===== config.mk =====
export PLATFORM = sky130hd
export DESIGN_NAME = debounce_multi_flat
export DESIGN_NICKNAME = d
export VERILOG_FILES = /design/src/rtl/debounce_pkg.sv /design/src/rtl/debounce_multi_if.sv /design/src/rtl/debounce_lane.sv /design/src/rtl/debounce_multi.sv /design/src/flat_wrapper.sv
export SDC_FILE = /design/constraint.sdc
export NUM_CORES = 1
export LEC_CHECK = 0
export CAP_MARGIN = 20
export CORE_MARGIN = 2
export CORE_UTILIZATION = 32
export CTS_CLUSTER_SIZE = 16
export DETAILED_ROUTE_END_ITERATION = 12
export GPL_ROUTABILITY_DRIVEN = 0
export GPL_TIMING_DRIVEN = 0
export PLACE_DENSITY_LB_ADDON = 0.15
export SYNTH_ARGS = -nofsm -noshare
export SYNTH_HDL_FRONTEND = slang
export SYNTH_SLANG_ARGS = --single-unit

===== constraint.sdc =====
create_clock -name clk -period 14.8 [get_ports clk]
set_input_delay 2.96 -clock clk [delete_from_list [all_inputs] [get_ports clk]]
set_output_delay 2.96 -clock clk [all_outputs]
set_load 0.01 [all_outputs]

===== src/rtl/debounce_pkg.sv =====
// Shared definitions for the multi-channel switch debouncer.
// Lane state encodings and a constant-evaluable ceil(log2) helper.
package debounce_pkg;

    localparam logic [1:0] ST_ZERO  = 2'b00;
    localparam logic [1:0] ST_WAIT0 = 2'b01;
    localparam logic [1:0] ST_ONE   = 2'b10;
    localparam logic [1:0] ST_WAIT1 = 2'b11;

    // Number of bits needed to hold values 0 .. value-1.
    function automatic int clog2(input longint unsigned value);
        int result;
        longint unsigned remaining;
        result = 0;
        if (value > 1) begin
            remaining = value - 1;
            while (remaining > 0) begin
                result = result + 1;
                remaining = remaining >> 1;
            end
        end
        return result;
    endfunction

endpackage


===== src/rtl/debounce_multi_if.sv =====
// Switch-input / debounced-output bundle between board pins and UI logic.
// The master side drives the raw switches; the slave side is the debouncer.
interface debounce_multi_if #(
    parameter int CHANNELS = 4
);
    logic [CHANNELS-1:0] sw;
    logic [CHANNELS-1:0] db_level;
    logic [CHANNELS-1:0] rise_tick;
    logic [CHANNELS-1:0] fall_tick;
    logic [CHANNELS-1:0] hold_tick;

    modport master (
        output sw,
        input  db_level,
        input  rise_tick,
        input  fall_tick,
        input  hold_tick
    );

    modport slave (
        input  sw,
        output db_level,
        output rise_tick,
        output fall_tick,
        output hold_tick
    );
endinterface


===== src/rtl/debounce_lane.sv =====
// One debouncer lane: synchroniser, four-state debounce FSM with interval
// counter, and a saturating long-press counter.
module debounce_lane
    import debounce_pkg::*;
#(
    parameter int DB_CYCLES   = 2000000,
    parameter int SYNC_STAGES = 2,
    parameter int HOLD_CYCLES = 50000000
) (
    input  logic clk,
    input  logic reset,
    input  logic sw,
    output logic db_level,
    output logic rise_tick,
    output logic fall_tick,
    output logic hold_tick
);

    localparam int CW = clog2(longint'(DB_CYCLES) + 1);
    localparam logic [CW-1:0] CNT_LOAD = CW'(DB_CYCLES - 1);

    logic [SYNC_STAGES-1:0] sync_q;
    logic                   s;
    logic [1:0]             state;
    logic [CW-1:0]          cnt;

    always_ff @(posedge clk or posedge reset) begin
        if (reset) begin
            sync_q <= '0;
        end else begin
            sync_q <= {sync_q[SYNC_STAGES-2:0], sw};
        end
    end

    assign s = sync_q[SYNC_STAGES-1];

    // A sample matching the current level during WAITx aborts the change.
    always_ff @(posedge clk or posedge reset) begin
        if (reset) begin
            state     <= ST_ZERO;
            cnt       <= '0;
            db_level  <= 1'b0;
            rise_tick <= 1'b0;
            fall_tick <= 1'b0;
        end else begin
            rise_tick <= 1'b0;
            fall_tick <= 1'b0;
            case (state)
                ST_ZERO: begin
                    if (s) begin
                        state <= ST_WAIT1;
                        cnt   <= CNT_LOAD;
                    end
                end
                ST_WAIT1: begin
                    if (!s) begin
                        state <= ST_ZERO;
                    end else if (cnt != '0) begin
                        cnt <= cnt - CW'(1);
                    end else begin
                        state     <= ST_ONE;
                        db_level  <= 1'b1;
                        rise_tick <= 1'b1;
                    end
                end
                ST_ONE: begin
                    if (!s) begin
                        state <= ST_WAIT0;
                        cnt   <= CNT_LOAD;
                    end
                end
                ST_WAIT0: begin
                    if (s) begin
                        state <= ST_ONE;
                    end else if (cnt != '0) begin
                        cnt <= cnt - CW'(1);
                    end else begin
                        state     <= ST_ZERO;
                        db_level  <= 1'b0;
                        fall_tick <= 1'b1;
                    end
                end
                default: begin
                    state    <= ST_ZERO;
                    db_level <= 1'b0;
                end
            endcase
        end
    end

    generate
        if (HOLD_CYCLES == 0) begin : g_no_hold
            assign hold_tick = 1'b0;
        end else begin : g_hold
            localparam int HW = clog2(longint'(HOLD_CYCLES) + 1);
            logic [HW-1:0] hold_cnt;

            // Only a fresh press clears the count, so bounces in WAIT0 cannot re-arm it.
            always_ff @(posedge clk or posedge reset) begin
                if (reset) begin
                    hold_cnt  <= '0;
                    hold_tick <= 1'b0;
                end else begin
                    hold_tick <= 1'b0;
                    if (state == ST_WAIT1 && s && cnt == '0) begin
                        hold_cnt <= '0;
                    end else if ((state == ST_ONE || state == ST_WAIT0) &&
                                 hold_cnt != HW'(HOLD_CYCLES)) begin
                        hold_cnt <= hold_cnt + HW'(1);
                        if (hold_cnt == HW'(HOLD_CYCLES - 1)) begin
                            hold_tick <= 1'b1;
                        end
                    end
                end
            end
        end
    endgenerate

endmodule


===== src/rtl/debounce_multi.sv =====
// Multi-channel switch debouncer: CHANNELS independent lanes sharing clk/reset,
// each with its own level, rise/fall ticks and long-press tick.
module debounce_multi
    import debounce_pkg::*;
#(
    parameter int CHANNELS    = 4,
    parameter int DB_CYCLES   = 2000000,
    parameter int SYNC_STAGES = 2,
    parameter int HOLD_CYCLES = 50000000
) (
    input  logic            clk,
    input  logic            reset,
    debounce_multi_if.slave bus
);

    logic [CHANNELS-1:0] db_level;
    logic [CHANNELS-1:0] rise_tick;
    logic [CHANNELS-1:0] fall_tick;
    logic [CHANNELS-1:0] hold_tick;

    for (genvar i = 0; i < CHANNELS; i++) begin : g_lane
        debounce_lane #(
            .DB_CYCLES   (DB_CYCLES),
            .SYNC_STAGES (SYNC_STAGES),
            .HOLD_CYCLES (HOLD_CYCLES)
        ) u_lane (
            .clk       (clk),
            .reset     (reset),
            .sw        (bus.sw[i]),
            .db_level  (db_level[i]),
            .rise_tick (rise_tick[i]),
            .fall_tick (fall_tick[i]),
            .hold_tick (hold_tick[i])
        );
    end

    assign bus.db_level  = db_level;
    assign bus.rise_tick = rise_tick;
    assign bus.fall_tick = fall_tick;
    assign bus.hold_tick = hold_tick;

endmodule


===== src/flat_wrapper.sv =====
// flat-port wrapper written by rule: the top's interface ports become plain ports
module debounce_multi_flat import debounce_pkg::*;
#(
    parameter int CHANNELS    = 4,
    parameter int DB_CYCLES   = 2000000,
    parameter int SYNC_STAGES = 2,
    parameter int HOLD_CYCLES = 50000000
)
  (clk, reset, bus_sw, bus_db_level, bus_rise_tick, bus_fall_tick, bus_hold_tick);
  debounce_multi_if #(.CHANNELS(CHANNELS)) bus_i ();
  input  logic clk;
  input  logic reset;
  input wire logic [$bits(bus_i.sw)-1:0] bus_sw;
  output wire logic [$bits(bus_i.db_level)-1:0] bus_db_level;
  output wire logic [$bits(bus_i.rise_tick)-1:0] bus_rise_tick;
  output wire logic [$bits(bus_i.fall_tick)-1:0] bus_fall_tick;
  output wire logic [$bits(bus_i.hold_tick)-1:0] bus_hold_tick;
  assign bus_i.sw = bus_sw;
  assign bus_db_level = bus_i.db_level;
  assign bus_rise_tick = bus_i.rise_tick;
  assign bus_fall_tick = bus_i.fall_tick;
  assign bus_hold_tick = bus_i.hold_tick;
  debounce_multi #(.CHANNELS(CHANNELS), .DB_CYCLES(DB_CYCLES), .SYNC_STAGES(SYNC_STAGES), .HOLD_CYCLES(HOLD_CYCLES)) u_core (.clk(clk), .reset(reset), .bus(bus_i));
endmodule

After elaboration in Yosys (flattened, before gate mapping)
Cells that the tools add are included.
{"block": "word_totals", "word_cells": 252, "input_bits": 6, "out_inout_bits": 16, "reg_bits": 220}
{"block": "op_classes", "n_reduce_logical": 48, "n_addsub": 8, "muxes": 112, "eq_ne": 52}
{"operator": "two-way mux 21 bit", "count": 20}
{"operator": "case mux 21 bit (4 select lines)", "count": 4}
{"operator": "two-way mux 26 bit", "count": 8}
{"operator": "adder 26 x 1 -> 26 bit (second input constant)", "count": 4}
{"operator": "== test 26 bit (second input constant)", "count": 4}
{"operator": "inequality test 26 bit (second input constant)", "count": 4}
{"operator": "zero test 21 bit", "count": 4}
{"operator": "nonzero test 21 bit", "count": 4}
{"operator": "subtractor 21 x 1 -> 21 bit (second input constant)", "count": 4}
{"operator": "two-way mux 1 bit", "count": 48}
{"operator": "two-way mux 2 bit", "count": 24}
{"operator": "inequality test 2 bit (second input constant)", "count": 24}
{"operator": "case mux 2 bit (4 select lines)", "count": 4}
{"operator": "AND reduction 4 bit", "count": 8}
{"operator": "inequality test 3 bit (second input constant)", "count": 8}
{"operator": "AND reduction 5 bit", "count": 4}
{"operator": "== test 2 bit (second input constant)", "count": 8}
{"operator": "nonzero test 2 bit", "count": 8}
{"operator": "logical AND 1 bit", "count": 12}
{"operator": "== test 2 x 1 -> 1 bit (second input constant)", "count": 4}
{"operator": "zero test 2 bit", "count": 4}
{"operator": "case mux 1 bit (2 select lines)", "count": 4}
{"operator": "logical OR 1 bit", "count": 4}

Logic depth before layout (Yosys ltp)
{"block": "logic_depth", "ltp_word": 5, "mapped_depth": 10, "depth_no_buf": 7}

Modules after synthesis
A second synthesis with hierarchy kept.
{"block": "unflattened", "hier_cells": 1250, "hier_area_um2": 12144.1}
{"mod": "debounce_lane at u_core.g_lane[1].u_lane ...", "cells_each": 303, "n_inst": 2, "area_each_um2": 3040.4, "seq_area_each_um2": 1376.3}
{"mod": "debounce_lane at u_core.g_lane[0].u_lane", "cells_each": 328, "n_inst": 1, "area_each_um2": 3083.0, "seq_area_each_um2": 1376.3}
{"mod": "debounce_lane at u_core.g_lane[3].u_lane", "cells_each": 316, "n_inst": 1, "area_each_um2": 2980.4, "seq_area_each_um2": 1376.3}

Worst setup path after synthesis
OpenSTA, ideal clock, no wires.
{"block": "synth_path", "path_kind": "reg2out", "startpoint": "register u_core.g_lane[2].u_lane.db_level", "endpoint": "output bus_db_level[2]", "n_path_buf": 1, "required_time_ps": 11840, "setup_slack_ps": 11337, "t_arrival_ps": 503, "stages_incl_launch_ff": 2, "cell_sequence": "dfrtp_1 > buf_4"}
{"element": "from (decl)", "line": "debounce_lane.sv:13", "text": "output logic db_level,"}
{"element": "from (signal assigned)", "line": "debounce_lane.sv:42", "text": "db_level <= 1'b0;"}
{"element": "from (signal assigned)", "line": "debounce_lane.sv:62", "text": "db_level <= 1'b1;"}
{"element": "from (signal assigned)", "line": "debounce_lane.sv:79", "text": "db_level <= 1'b0;"}
{"element": "to (decl)", "line": "flat_wrapper.sv:14", "text": "output wire logic [$bits(bus_i.db_level)-1:0] bus_db_level;"}
No word-level cell between the ends.

Worst setup path in the final report
{"block": "layout_path", "startpoint": "register u_core.g_lane[3].u_lane.db_level", "endpoint": "output bus_db_level[3]"}
{"element": "from (decl)", "line": "debounce_lane.sv:13"}
{"element": "from (signal assigned)", "line": "debounce_lane.sv:42"}
{"element": "from (signal assigned)", "line": "debounce_lane.sv:62"}
{"element": "from (signal assigned)", "line": "debounce_lane.sv:79"}
No word-level cell between the ends.

==> flow_summary.yaml <==
route:
  drt_iter0_markers: 407
  dr.pass1.iters: 5
  drc: 0
  vias: 9253
  routed_via_density: 5.10
  wl_um: 26700
  routedWlPerCell_um: 14.7
  antenna_left: 0
setup_path:
  cp_cell_sequence: "buf_4, clkdlybuf4s50_1"
  cpMaxStageDelayCell: "clkdlybuf4s50_1"
  reg2reg_slack_ns: 11.91
  rr_startpoint: "u_core.g_lane[0].u_lane.cnt[0]"
  startpoint_type: "flip-flop"
  r2r_end: "u_core.g_lane[0].u_lane.g_hold.hold_cnt[6]"
  crit_buf_inv: 2
  reg2reg_depth: 8
  crit_fanout: 3
  critPathKind: "flip-flop to output pin"
  end_kind: "output pin"
  critical_path.top_delay_family: "buffers and inverters"
  worst-endpoint-arrival_ns: 1.58
  path_depth: 2
  endpoint: "bus_db_level[3]"
  startpoint: "u_core.g_lane[3].u_lane.db_level"
  critPathRequiredTime_ns: 11.84
  cp_slowest_stage_delay_ns: 0.52
logic_synthesis:
  yosys.area.top_type: "dfrtp_1"
  synth-edff-count: 0
  synth_most_common_cell: "dfrtp_1"
  syn_avg_cell_area_um2: 9.42
  synth-seq-area-share: 0.461
  yosysWarnings: 0
  yosys.cell_types.count: 68
  postSynth.asyncResetShare: 1.00
  netlist.area_leader.share: 0.461
  ys_seq_elements: 220
  synthTopCellsByArea: "dfrtp_1, nor2_1, xnor2_1"
  synthFlopType: "dfrtp_1"
  synthTopCellsByCount: "dfrtp_1, nor2_1, nand2_1"
  syn_area_um2: 12000
  synth_fp_nets: 1307
  syn_inst: 1269
grt:
  grt_pass1_vias: 9119
  grt_usage: 0.141
  grt_max_degree: 100
  gr-usage-met2: 0.221
  use_met1: 0.201
  grt_pass1_wl_um: 46000
  top_usage_layer: "met2"
  grt.met3_usage: 0.0265
  gr-total-overflow: 0
  antenna_found_initial: 0
worst_hold_path:
  hp-start: "u_core.g_lane[2].u_lane.sync_q[0]"
  hold_class: "flip-flop to flip-flop"
finish:
  nNetsFinal: 1366
  fillers: 3697
  drive_above_1_share: 0.0817
  antenna_cells: 0
  final_cells: 1815
  area_delta_synth_final_pct: 15.6
place:
  io_buffer_count: 21
  hpwlAfterDp_um: 17900
  pre_cts_ws_ns: 10.12
  place_inst: 1764
clock_tree:
  cts_sinks: 220
  clockBufferDepth: 3
  cts_made_buffers: 29
  clk_pin_slew_worst_paths_ns: 0.06
  postCtsSetupBuffers: 0
  cts-htree-levels: 1
  cts_resized: 0
  cts-hold-fix-buffers: 0
  clk_latency_ns: 0.55
  cts_tree: "built"
  cts-root-buf: "clkbuf_16"
timing:
  finalCritPeriodShare: 0.307
  fin_worst_skew_ns: 0.0129
  rsz0062_at_grt: "no"
  tightest_slew_ns: 1.06
  drv_slew: 0
  timing.final.ws_setup_ns: 10.26
  hold_ws_ns: 0.347
  finalHoldViolCount: 0
  clock.fmax_mhz: 220
  slew_headroom: 0.287
  setup_viol: 0
  min_period_ns: 4.54
  final.setup.tns_ns: 0
floorplan:
  core_area_um2: 36700
  initial_core_util: 0.326
  dieArea_um2: 38900
  die_y_um: 197
  rows: 70
  pin_count: 22
  die_w_um: 197
power:
  p_leak_nw: 5.63
  irDropWorstVdd_mv: 0.104
  powerDensity_nw_per_um2: 147
outcome:
  outcome: "complete, no violations"
run:
  drv_cap: 0
metrics by stage:
stage	util	instance area, um^2	power [mW]
after floorplan	-	12000	1.16
after global placement	0.347	12700	1.31
after detailed placement	0.350	12800	1.33
after CTS	0.376	13800	2.07
after global routing	0.377	13800	2.18
final	0.377	13800	2.03
power breakdown:
part / switching [mW] / total [mW] / internal [mW]
Combinational: 0.372 / 0.571 / 0.199
Sequential: 0.0689 / 0.737 / 0.668
Clock: 0.268 / 0.723 / 0.455
layer usage:
layer | share of wire | vias up
li1 | - | 4675
met4 | 0.022 | 0
met2 | 0.44 | 94
met3 | 0.034 | 37
met5 | 0 | -
met1 | 0.51 | 4447
worst min path at each step:
stage,slack (ns),to,cells after the start
2_1_floorplan,0.33,u_core.g_lane[0].u_lane.sync_q[1],0
3_3_place_gp,0.33,u_core.g_lane[3].u_lane.sync_q[1],0
3_5_place_dp,0.33,u_core.g_lane[2].u_lane.sync_q[1],0
4_1_cts,0.35,u_core.g_lane[2].u_lane.sync_q[1],0
5_1_grt,0.36,u_core.g_lane[3].u_lane.sync_q[1],0
6_report,0.35,u_core.g_lane[2].u_lane.sync_q[1],0
cells by family (layout without fill, tap and decap cells):
logic type	count (synthesis)	count (layout)	synth area share
compound gates	171	171	0.0956
simple gates	622	622	0.276
xor+xnor	110	110	0.0806
mux	17	17	0.0143
flops	220	220	0.461
buf+inv	97	175	0.0398
fa+ha+maj	32	32	0.0335
registers in the layout, indices dropped and copies added (netlist names):
register and flops:
u_core.g_lane.u_lane.state 8, u_core.g_lane.u_lane.fall_tick 4, u_core.g_lane.u_lane.db_level 4, u_core.g_lane.u_lane.cnt 84, u_core.g_lane.u_lane.sync_q 8, u_core.g_lane.u_lane.hold_tick 4
u_core.g_lane.u_lane.g_hold.hold_cnt 104, u_core.g_lane.u_lane.rise_tick 4
cell usage in the layout (no fill, tap or decap), drive strengths merged, types with 30 or more instances in the layout:
master  synthesis  routed
nand3          58      58
nor2          195     195
buf            30      37
o21ai          38      38
dfrtp         220     220
clkbuf         28      68
nor4           33      33
inv            39      39
nor3           49      49
xnor2          55      55
ha             32      32
or3            30      30
xor2           55      55
nand2          73      73
a21oi          39      39
nand4          43      43
worst register-to-register path, cell delays in order, from the launching register on:
cell and delay (ns):
dfrtp_1 0.40, inv_1 0.09, ha_1 0.18, or4b_2 0.65, nor3_1 0.29, nand2_1 0.18
nor2_1 0.56, buf_2 0.34, nor2_1 0.07
layout make-up:
type	instances	area, um^2	share of cell area
Buffer	58	329	0.0238
Clock buffer	40	827	0.0599
Clock inverter	10	153	0.0110
Inverter	39	154	0.0111
Multi-Input combinational cell	952	5970	0.432
Sequential cell	220	5510	0.398
Tap cell	468	586	0.0424
Timing Repair Buffer	28	293	0.0212
No activity file was read; power rests on OpenSTA's default activity.
